<file path="config.mk">
export PLATFORM = sky130hd
export DESIGN_NAME = mem_arbiter
export DESIGN_NICKNAME = d
export VERILOG_FILES = /design/src/rtl/mem_arbiter.sv
export SDC_FILE = /design/constraint.sdc
export NUM_CORES = 1
export LEC_CHECK = 0
export BUFFER_PORTS_ARGS = -buffer_cell sky130_fd_sc_hd__buf_2
export CAP_MARGIN = 10
export CORE_MARGIN = 1.5
export CORE_UTILIZATION = 44
export CTS_BUF_LIST = sky130_fd_sc_hd__clkbuf_2 sky130_fd_sc_hd__clkbuf_4 sky130_fd_sc_hd__clkbuf_8
export DETAILED_ROUTE_END_ITERATION = 12
export PLACE_DENSITY = 0.88
export SYNTH_ARGS = -nofsm -noshare
export SYNTH_HDL_FRONTEND = slang
export SYNTH_SLANG_ARGS = --single-unit
</file>
<file path="constraint.sdc">
create_clock -name clk_i -period 1.58 [get_ports clk_i]
set_input_delay 0.316 -clock clk_i [delete_from_list [all_inputs] [get_ports clk_i]]
set_output_delay 0.316 -clock clk_i [all_outputs]
set_load 0.01 [all_outputs]
</file>
<file path="src/rtl/mem_arbiter.sv">
// Shares one single-port memory between the instruction-fetch and load/store ports.
// Data requests win by default; a run counter forces a fetch grant after MAX_DATA_RUN data grants.
module mem_arbiter #(
  parameter int ADDR_W       = 32,
  parameter int DATA_W       = 32,
  parameter int RD_LAT       = 1,
  parameter int MAX_DATA_RUN = 4
) (
  input  logic              clk_i,
  input  logic              rst_i,
  input  logic              if_req_i,
  input  logic [ADDR_W-1:0] if_addr_i,
  output logic              if_gnt_o,
  output logic              if_rvalid_o,
  output logic [DATA_W-1:0] if_rdata_o,
  input  logic              d_req_i,
  input  logic              d_we_i,
  input  logic [ADDR_W-1:0] d_addr_i,
  input  logic [DATA_W-1:0] d_wdata_i,
  input  logic [3:0]        d_be_i,
  output logic              d_gnt_o,
  output logic              d_rvalid_o,
  output logic [DATA_W-1:0] d_rdata_o,
  output logic              mem_en_o,
  output logic [3:0]        mem_we_o,
  output logic [ADDR_W-1:0] mem_addr_o,
  output logic [DATA_W-1:0] mem_wdata_o,
  input  logic [DATA_W-1:0] mem_rdata_i,
  output logic              busy_o
);

  typedef enum logic [1:0] {IDLE, ACC, WAIT, RESP} state_e;

  localparam logic [1:0] LatInit = 2'(RD_LAT - 1);
  localparam logic [3:0] RunMax  = 4'(MAX_DATA_RUN);

  state_e state_q, state_d;
  logic   owner_data_q, owner_data_d;
  logic   store_q, store_d;
  logic [1:0] lat_q, lat_d;
  logic [3:0] run_q, run_d;

  logic              if_gnt_q, if_gnt_d;
  logic              if_rvalid_q, if_rvalid_d;
  logic [DATA_W-1:0] if_rdata_q, if_rdata_d;
  logic              d_gnt_q, d_gnt_d;
  logic              d_rvalid_q, d_rvalid_d;
  logic [DATA_W-1:0] d_rdata_q, d_rdata_d;
  logic              mem_en_q, mem_en_d;
  logic [3:0]        mem_we_q, mem_we_d;
  logic [ADDR_W-1:0] mem_addr_q, mem_addr_d;
  logic [DATA_W-1:0] mem_wdata_q, mem_wdata_d;
  logic              busy_q, busy_d;

  logic data_wins;

  // Fetch only overtakes a pending data request once the data run has hit its limit.
  assign data_wins = d_req_i && !(if_req_i && (run_q == RunMax));

  // Outputs are computed one cycle ahead so that every port leaves a flop.
  always_comb begin
    state_d      = state_q;
    owner_data_d = owner_data_q;
    store_d      = store_q;
    lat_d        = lat_q;
    run_d        = run_q;
    if_gnt_d     = 1'b0;
    if_rvalid_d  = 1'b0;
    if_rdata_d   = if_rdata_q;
    d_gnt_d      = 1'b0;
    d_rvalid_d   = 1'b0;
    d_rdata_d    = d_rdata_q;
    mem_en_d     = 1'b0;
    mem_we_d     = 4'b0000;
    mem_addr_d   = mem_addr_q;
    mem_wdata_d  = mem_wdata_q;

    case (state_q)
      IDLE: begin
        if (data_wins) begin
          owner_data_d = 1'b1;
          store_d      = d_we_i;
          d_gnt_d      = 1'b1;
          mem_en_d     = 1'b1;
          mem_we_d     = d_we_i ? d_be_i : 4'b0000;
          mem_addr_d   = d_addr_i;
          mem_wdata_d  = d_wdata_i;
          run_d        = if_req_i ? ((run_q == RunMax) ? run_q : run_q + 4'd1) : 4'd0;
          state_d      = ACC;
        end else if (if_req_i) begin
          owner_data_d = 1'b0;
          store_d      = 1'b0;
          if_gnt_d     = 1'b1;
          mem_en_d     = 1'b1;
          mem_addr_d   = if_addr_i;
          run_d        = 4'd0;
          state_d      = ACC;
        end
      end
      ACC: begin
        if (store_q) begin
          state_d = IDLE;
        end else begin
          lat_d   = LatInit;
          state_d = WAIT;
        end
      end
      WAIT: begin
        if (lat_q == 2'd0) begin
          if (owner_data_q) begin
            d_rvalid_d = 1'b1;
            d_rdata_d  = mem_rdata_i;
          end else begin
            if_rvalid_d = 1'b1;
            if_rdata_d  = mem_rdata_i;
          end
          state_d = RESP;
        end else begin
          lat_d = lat_q - 2'd1;
        end
      end
      RESP: state_d = IDLE;
      default: state_d = IDLE;
    endcase

    busy_d = (state_d != IDLE);
  end

  always_ff @(posedge clk_i) begin
    if (!rst_i) begin
      state_q      <= IDLE;
      owner_data_q <= 1'b0;
      store_q      <= 1'b0;
      lat_q        <= 2'd0;
      run_q        <= 4'd0;
      if_gnt_q     <= 1'b0;
      if_rvalid_q  <= 1'b0;
      if_rdata_q   <= '0;
      d_gnt_q      <= 1'b0;
      d_rvalid_q   <= 1'b0;
      d_rdata_q    <= '0;
      mem_en_q     <= 1'b0;
      mem_we_q     <= 4'b0000;
      mem_addr_q   <= '0;
      mem_wdata_q  <= '0;
      busy_q       <= 1'b0;
    end else begin
      state_q      <= state_d;
      owner_data_q <= owner_data_d;
      store_q      <= store_d;
      lat_q        <= lat_d;
      run_q        <= run_d;
      if_gnt_q     <= if_gnt_d;
      if_rvalid_q  <= if_rvalid_d;
      if_rdata_q   <= if_rdata_d;
      d_gnt_q      <= d_gnt_d;
      d_rvalid_q   <= d_rvalid_d;
      d_rdata_q    <= d_rdata_d;
      mem_en_q     <= mem_en_d;
      mem_we_q     <= mem_we_d;
      mem_addr_q   <= mem_addr_d;
      mem_wdata_q  <= mem_wdata_d;
      busy_q       <= busy_d;
    end
  end

  assign if_gnt_o    = if_gnt_q;
  assign if_rvalid_o = if_rvalid_q;
  assign if_rdata_o  = if_rdata_q;
  assign d_gnt_o     = d_gnt_q;
  assign d_rvalid_o  = d_rvalid_q;
  assign d_rdata_o   = d_rdata_q;
  assign mem_en_o    = mem_en_q;
  assign mem_we_o    = mem_we_q;
  assign mem_addr_o  = mem_addr_q;
  assign mem_wdata_o = mem_wdata_q;
  assign busy_o      = busy_q;

endmodule

</file>
# Yosys cells after proc, flatten, opt, wreduce, memory -nomap -nowiden
# Cells that the tools add are included.
[op_classes] bitwise=3 n_eq_ne=7 reduce_logical=18 mux=22 addsub=2
[ops] op="$mux 32" count=2
[ops] op="$mux 4" count=4
[ops] op="$reduce_and 3->1" count=5
[ops] op="$mux 2" count=6
[ops] op="$mux 1" count=8
[ops] op="$pmux 2 s4" count=1
[ops] op="$reduce_and 2->1" count=3
[ops] op="$reduce_bool 2->1" count=3
[ops] op="$add 4x1->4 const B" count=1
[ops] op="$eq 2x2->1 const B" count=2
[ops] op="$eq 4x3->1 const B" count=1
[ops] op="$logic_not 2->1" count=2
[ops] op="$ne 2x2->1 const B" count=2
[ops] op="$pmux 2 s2" count=1
[ops] op="$reduce_and 4->1" count=1
[ops] op="$ne 3x3->1 const B" count=1
[ops] op="$not 1->1" count=3
[ops] op="$reduce_or 3->1" count=1
[ops] op="$eq 2x1->1 const B" count=1
[ops] op="$logic_and 1x1->1" count=2
[ops] op="$sub 2x1->2 const B" count=1
[ops] op="$logic_not 1->1" count=1
[word_totals] out_inout_bits=138 ff_bits=148 wordCells=68

# Longest topological paths before layout
# Gate-level depths: netlist of the first run.
[logic_depth] depth_word=7 mapped_depth=7

# Worst setup path before layout of the first run
# No wires, ideal clock.
[synth_path] path_type="register -> register" from="reg run_q[0]" to="reg mem_addr_q[28], in the netlist mem_addr_o[28]" path_stages_with_launch=7 setup_time_ns=0.122 n_path_buf=1 period_less_slack_ns=1.514 t_arrival_ns=1.392 path_slack_ns=0.066 path_cell_list="dfxtp_1 -> inv_1 -> ha_1 -> nand4b_4 -> clkbuf_1 -> a21boi_0 -> o311a_1"
[synth_between] elab_chain_len=6
[synth_lines] element="start: declaration" line="41" rtl="logic [3:0] run_q, run_d;"
[synth_lines] element="start signal: assignment" line="152" rtl="run_q <= run_d;"
[synth_lines] element="$eq 4x3->1 (*)" line="58" rtl="assign data_wins = d_req_i && !(if_req_i && (run_q == RunMax));"
[synth_lines] element="$logic_and 1x1->1 (*)" line="58"
[synth_lines] element="$logic_not 1->1 (*)" line="58"
[synth_lines] element="$logic_and 1x1->1 (*)" line="58"
[synth_lines] element="$reduce_bool 2->1 (no line)"
[synth_lines] element="$reduce_and 2->1 (no line)"
[synth_lines] element="end signal: assignment" line="161" rtl="mem_addr_q <= mem_addr_d;"
[synth_lines] element="end: declaration" line="51" rtl="logic [ADDR_W-1:0] mem_addr_q, mem_addr_d;"
# Mark *: on every way between the ends. The rest lies on a longest branch, timed or not.
# A chain may end at the register's enable or synchronous reset.

# Worst setup path after layout of the first run
[layout_path] from="reg run_q[1]" to="reg mem_addr_q[13], in the netlist mem_addr_o[13]"
# The elaborated chain is that of the path after synthesis.

==> summary.txt, run 1 <==
status: complete, no violations
NumNets Final: 1092
CP max FO: 15
clock skew: 0.0113 ns
Critical Path Slowest Stage Cell: dfxtp_2
gpl congestion: 0.818
asr flop ratio synth: 0
Netlist cell types: 38
Cells after Synth: 697
total core area: 0.0139 sq mm
max cap viols: 0
Post-Syn Area: 0.00628 sq mm
Inserted Clock Buffers: 17
Max VDD drop: 671 uV
crit path buf inv count: 2
register area share after synthesis: 0.472
max incr delay on CP: 0.33 ns
Max clock buf depth: 2
number of global-route vias before repair: 5189
CP top delay family: simple AND/OR/NAND/NOR gates
Synthesized Nets: 837
wire length per cell: 14.7 um
via count: 5933
total power: 9050 uW
Die Height: 122 um
EDFF count, synth: 0
min cycle time layout: 1.58 ns
antenna-violating nets left: 0
vias per std cell: 5.18
drt drc: 0
layout cells sized above 1: 0.363
Worst setup SP type: flip-flop
initial antenna violation count: 0
first-pass GRT wire length: 24800 um
Routed WL: 16800 um
drt first-iter violations: 324
gr usage total: 0.208
Cell Area, Placed: 0.00788 sq mm
I/O pin count: 275
DRT Pass-1 Iters: 5
grt total ovfl: 0
#FFs+latches synth: 148
Root Driver: clkbuf_8
final setup violation count: 0
synth warn: 0
Crit path arrival time: 1.91 ns
Hold Path Class: in -> reg
Final Max Tran Viols: 0
Sink Count: 148
starting density of the core: 0.452
Final Cycle Share: 0.999
depth of the CTS H-tree: 4
fin area: 0.00840 sq mm
required time worst endpoint: 1.91 ns
crit end category: flip-flop
Crit Path Class: reg -> reg
Clk Latency, worst-skew pair: 0.44 ns
DIE AREA: 0.0150 sq mm
LEAKAGE: 0.00413 uW
Peak Freq: 634 MHz
clk slew on worst S/H paths: 0.09 ns
Die W: 122 um
slew of the pin with the lowest slew margin: 0.367 ns
Ant. Diodes: 0
RSZ-0062 raised after global routing: true
Hold Vio Cnt, Final: 0
CTS tree: done
Port Buffers: 274
Syn Area/Cell: 9.00 sq um
Fillers: 1179
Area Overhead vs Synth: 33.9%
relative max-transition margin: 0.755
CP cell instances: inv_2 > ha_4 > nand4b_4 > buf_12 > and3_1 > o311a_1
detailed placement HPWL: 11400 um
Cell Rows: 43
pin count of the biggest net entering global routing: 80
Synth Flop Type: dfxtp_1
Cell Pwr Density: 1080 mW/mm^2
## worst register-to-register path: stages, from the launching register on
cell      delay [ns]
dfxtp_2         0.33
inv_2           0.07
ha_4            0.14
nand4b_4        0.19
buf_12          0.22
and3_1          0.19
o311a_1         0.33
## sequential cells by signal, indices dropped and copies added, names as in the netlist
name / count
if_rdata_o: 32
lat_q: 2
mem_en_o: 1
d_gnt_o: 1
run_q: 4
d_rvalid_o: 1
if_rvalid_o: 1
busy_o: 1
state_q: 2
owner_data_q: 1
d_rdata_o: 32
if_gnt_o: 1
store_q: 1
mem_wdata_o: 32
mem_we_o: 4
mem_addr_o: 32
## through the flow
stage	utilization	std cells	hold WS, ns	setup WS (ns)	setup TNS (ns)
6_report	0.605	1145	0.111	0.00205	0
5_1_grt	0.605	1145	0.0863	-0.0669	-2.02
3_3_place_gp	0.568	1109	0.438	0.0879	0
4_1_cts	0.598	1141	0.0814	0.0112	0
2_1_floorplan	-	697	0.439	0.0662	0
3_5_place_dp	0.568	1109	0.442	0.0286	0
## Yosys cell counts, types with 2 or more instances
| library cell | instances | share of area |
|---|---|---|
| or2_2 | 2 | 0.0020 |
| buf_6 | 4 | 0.0072 |
| and2_1 | 2 | 0.0020 |
| clkbuf_1 | 44 | 0.026 |
| a21boi_1 | 34 | 0.041 |
| a21boi_0 | 65 | 0.078 |
| nand4_1 | 2 | 0.0020 |
| nand3_1 | 4 | 0.0032 |
| buf_4 | 4 | 0.0048 |
| nor2_1 | 4 | 0.0024 |
| ha_1 | 3 | 0.0060 |
| nand2_1 | 196 | 0.12 |
| a21o_1 | 32 | 0.038 |
| o211ai_1 | 2 | 0.0024 |
| o22ai_1 | 2 | 0.0020 |
| o311a_1 | 32 | 0.051 |
| and4_1 | 4 | 0.0056 |
| nand2b_1 | 2 | 0.0020 |
| mux2i_1 | 35 | 0.056 |
| o21ai_0 | 3 | 0.0024 |
| and3_1 | 36 | 0.036 |
| dfxtp_1 | 148 | 0.47 |
| buf_2 | 14 | 0.011 |
| o21a_1 | 2 | 0.0024 |
| a21oi_1 | 2 | 0.0016 |
| nor3b_1 | 2 | 0.0024 |
| inv_1 | 5 | 0.0030 |
| nand4b_1 | 2 | 0.0028 |
## cells by family after synthesis
logic type / synth area share
DFF: 0.472
adders and majority gates: 0.00598
and+or+nand+nor: 0.193
muxes: 0.0558
AOI/OAI and AO/OA: 0.221
buffers and inverters: 0.0524
## final timing paths
path / start / slack (ns) / cells past startpoint / to
worst max-delay path: run_q[1] / 0.002 / 6 / mem_addr_o[13]
worst min-delay path: d_wdata_i[14] / 0.11 / 3 / mem_wdata_o[14]
worst max register to register: run_q[1] / 0.002 / 6 / mem_addr_o[13]
worst min register to register: if_rdata_o[28] / 0.45 / 2 / if_rdata_o[28]
## layer usage
layer	share of wire	up-vias	wire, um	global-route usage
met1	0.42	2756	7040	0.245
met3	0.080	29	1350	0.0734
met4	0.016	0	272	0.0661
li1	-	2918	-	-
met5	0	-	0	0
met2	0.49	230	8170	0.353
## layout by cell type (no fill, tap or decap), types with 11 or more instances in the layout
cell type / count
buf_2: 273
nand2_1: 196
dfxtp_1: 146
a21boi_0: 65
mux2i_1: 35
a21boi_1: 34
and3_1: 32
a21o_1: 32
o311a_1: 32
clkbuf_8: 18
buf_4: 15
buf_12: 11
## power breakdown
| group | internal, uW | switching, uW |
|---|---|---|
| logic | 866 | 916 |
| clock network | 1640 | 1440 |
| registers | 4030 | 165 |
| total | 6540 | 2520 |
## cell type report
type                       count  area [sq um]  share of cell area
clock buffer                  20           263              0.0313
inverter                       5          18.8             0.00223
tap                          180           225              0.0268
clock inverter                12           154              0.0183
timing repair buffer         302          1760               0.210
multi-input combinational    478          3010               0.359
sequential                   148          2970               0.353
## timing repair
item | CTS | global route
setup buffers | 0 | 1
resized for setup | 0 | 10
hold buffers | 0 | 0
endpoints found under the setup margin | 0 | 53
Note: power is estimated with default switching activity, not from simulation.
==> inputs of run 2 (changes only) <==
--- a/config.mk
+++ b/config.mk
@@ -7,11 +7,14 @@
 export LEC_CHECK = 0
 export BUFFER_PORTS_ARGS = -buffer_cell sky130_fd_sc_hd__buf_2
 export CAP_MARGIN = 10
+export CELL_PAD_IN_SITES_DETAIL_PLACEMENT = 0
+export CELL_PAD_IN_SITES_GLOBAL_PLACEMENT = 1
 export CORE_MARGIN = 1.5
-export CORE_UTILIZATION = 44
+export CORE_UTILIZATION = 32
 export CTS_BUF_LIST = sky130_fd_sc_hd__clkbuf_2 sky130_fd_sc_hd__clkbuf_4 sky130_fd_sc_hd__clkbuf_8
 export DETAILED_ROUTE_END_ITERATION = 12
-export PLACE_DENSITY = 0.88
+export PLACE_DENSITY = 0.89
+export REMOVE_ABC_BUFFERS = 1
 export SYNTH_ARGS = -nofsm -noshare
 export SYNTH_HDL_FRONTEND = slang
 export SYNTH_SLANG_ARGS = --single-unit
==> summary.txt, run 2 (synthesized netlist as in run 1, its figures left out) <==
status: complete, but fails checks
failing checks: negative setup slack
Peak Freq: 624 MHz
Final Max Tran Viols: 0
Max clock buf depth: 2
LEAKAGE: 0.00422 uW
Inserted Clock Buffers: 17
gpl congestion: 0.787
DIE AREA: 0.0205 sq mm
Die W: 143 um
Max VDD drop: 550 uV
Non-Filler Instances: 1239
Crit path arrival time: 1.93 ns
CTS tree: done
gr usage total: 0.173
Placed Instances: 1195
drt drc: 0
first-pass GRT wire length: 27900 um
critical path launch point: run_q[1]
Worst setup SP type: flip-flop
reg2reg path depth: 7
total power: 9390 uW
crit end category: flip-flop
NumNets Final: 1100
via count: 5851
clk slew on worst S/H paths: 0.10 ns
Routed WL: 18900 um
Final Cycle Share: 1.01
min-delay src: d_wdata_i[4]
CTS hold repair buffers: 0
initial antenna violation count: 1
Clock power frac: 0.358
required time worst endpoint: 1.91 ns
Area Overhead vs Synth: 38.9%
Root Driver: clkbuf_8
layout cells sized above 1: 0.369
CP max FO: 5
RR Endpoint: mem_addr_o[21]
wire length per cell: 15.2 um
Seq pwr share: 0.446
number of global-route vias before repair: 5426
FF/Latch Area: 0.00297 sq mm
depth of the CTS H-tree: 4
I/O pin count: 275
Cell Area, Placed: 0.00801 sq mm
vias per std cell: 4.72
Port Buffers: 274
DRT Pass-1 Iters: 5
slew of the pin with the lowest slew margin: 0.452 ns
RSZ-0062 raised after global routing: true
Sink Count: 148
Hold Path Class: in -> reg
detailed placement HPWL: 12600 um
utilization after layout: 0.451
Hold Vio Cnt, Final: 0
grt total ovfl: 0
Clk Latency, worst-skew pair: 0.44 ns
most common cell after layout, fill and taps aside: buf_2
Worst Hold End: mem_wdata_o[4]
Hold Path Depth: 3
starting density of the core: 0.325
R2R setup slack: -0.02 ns
Cell Pwr Density: 1080 mW/mm^2
P_int: 6690 uW
drt first-iter violations: 194
pin count of the biggest net entering global routing: 75
antenna-violating nets left: 0
sw frac: 0.288
clock skew: 0.0184 ns
min cycle time layout: 1.60 ns
relative max-transition margin: 0.698
Crit Path Class: reg -> reg
Die Height: 143 um
Sw Pwr: 2700 uW
final hold slack: 0.111 ns
total core area: 0.0193 sq mm
R2R Path Start: run_q[1]
final setup violation count: 8
Multi-input gate area: 0.00302 sq mm
setup ws final: -0.0223 ns
max cap viols: 0
commonest non-fill, non-tap cells in the layout: buf_2, nand2_1, dfxtp_1
Fillers: 1926
combinational share of power: 0.196
Cell Rows: 51
fin area: 0.00872 sq mm
-- run 2: changes by cell type in the layout (fill, tap and decap cells not counted), sizes merged --
cell,previous run,this run
clkinv,5,0
bufinv,3,4
buf,300,306
clkbuf,22,21
inv,6,12
diode,0,1
clkinvlp,3,4
-- run 2: metrics by stage --
| stage | TNS (ns) | setup WS (ns) |
|---|---|---|
| floorplan | -53.93 | -1.05 |
| global placement | 0 | 0.0429 |
| detailed placement | -0.0806 | -0.0187 |
| CTS | -0.0129 | -0.00669 |
| global route | -1.53 | -0.0619 |
| finish | -0.0864 | -0.0223 |
-- run 2: area by class of cell --
class,instances,area share
sequential,148,0.340
tap,265,0.0380
inverter,5,0.00215
timing repair buffer,310,0.221
clock inverter,15,0.0248
clock buffer,17,0.0268
multi-input combinational,478,0.347
antenna,1,0.000287
-- run 2: power groups by stage --
stage          clock, uW  combinational, uW  sequential [uW]
6_report            3360               1840             4190
5_1_grt             3650               2020             4230
4_1_cts             3490               1830             4190
3_5_place_dp           0               1820             4270
3_3_place_gp           0               1810             4270
2_1_floorplan          0                779             4410
-- run 2: worst max-delay path, stage by stage (launching register included) --
cell and delay [ns]:
dfxtp_2 0.34, inv_2 0.07, ha_4 0.14, nand4b_4 0.12
buf_12 0.17, clkbuf_16 0.15, and3_1 0.17, o311a_1 0.31
-- run 2: worst max path at each step --
stage,cells past startpoint,end
after floorplan,5,mem_we_o[0]
after CTS,6,mem_addr_o[5]
after global placement,6,mem_addr_o[7]
after global routing,7,mem_addr_o[18]
final,7,mem_addr_o[21]
after detailed placement,6,mem_wdata_o[8]
-- run 2: timing repair --
| item | 4_1_cts | 5_1_grt |
|---|---|---|
| pin swaps | 0 | 4 |
| setup buffers | 0 | 4 |
| endpoints found under the setup margin | 21 | 42 |
| resized for setup | 3 | 19 |
| gates cloned | 0 | 7 |
-- run 2: routing by layer --
metal | vias up | global-route usage | wire length [um]
met1 | 2700 | 0.206 | 8030
met4 | 0 | 0.0391 | 112
met5 | - | 0 | 0
li1 | 2934 | - | -
met3 | 7 | 0.0644 | 1630
met2 | 210 | 0.296 | 9090
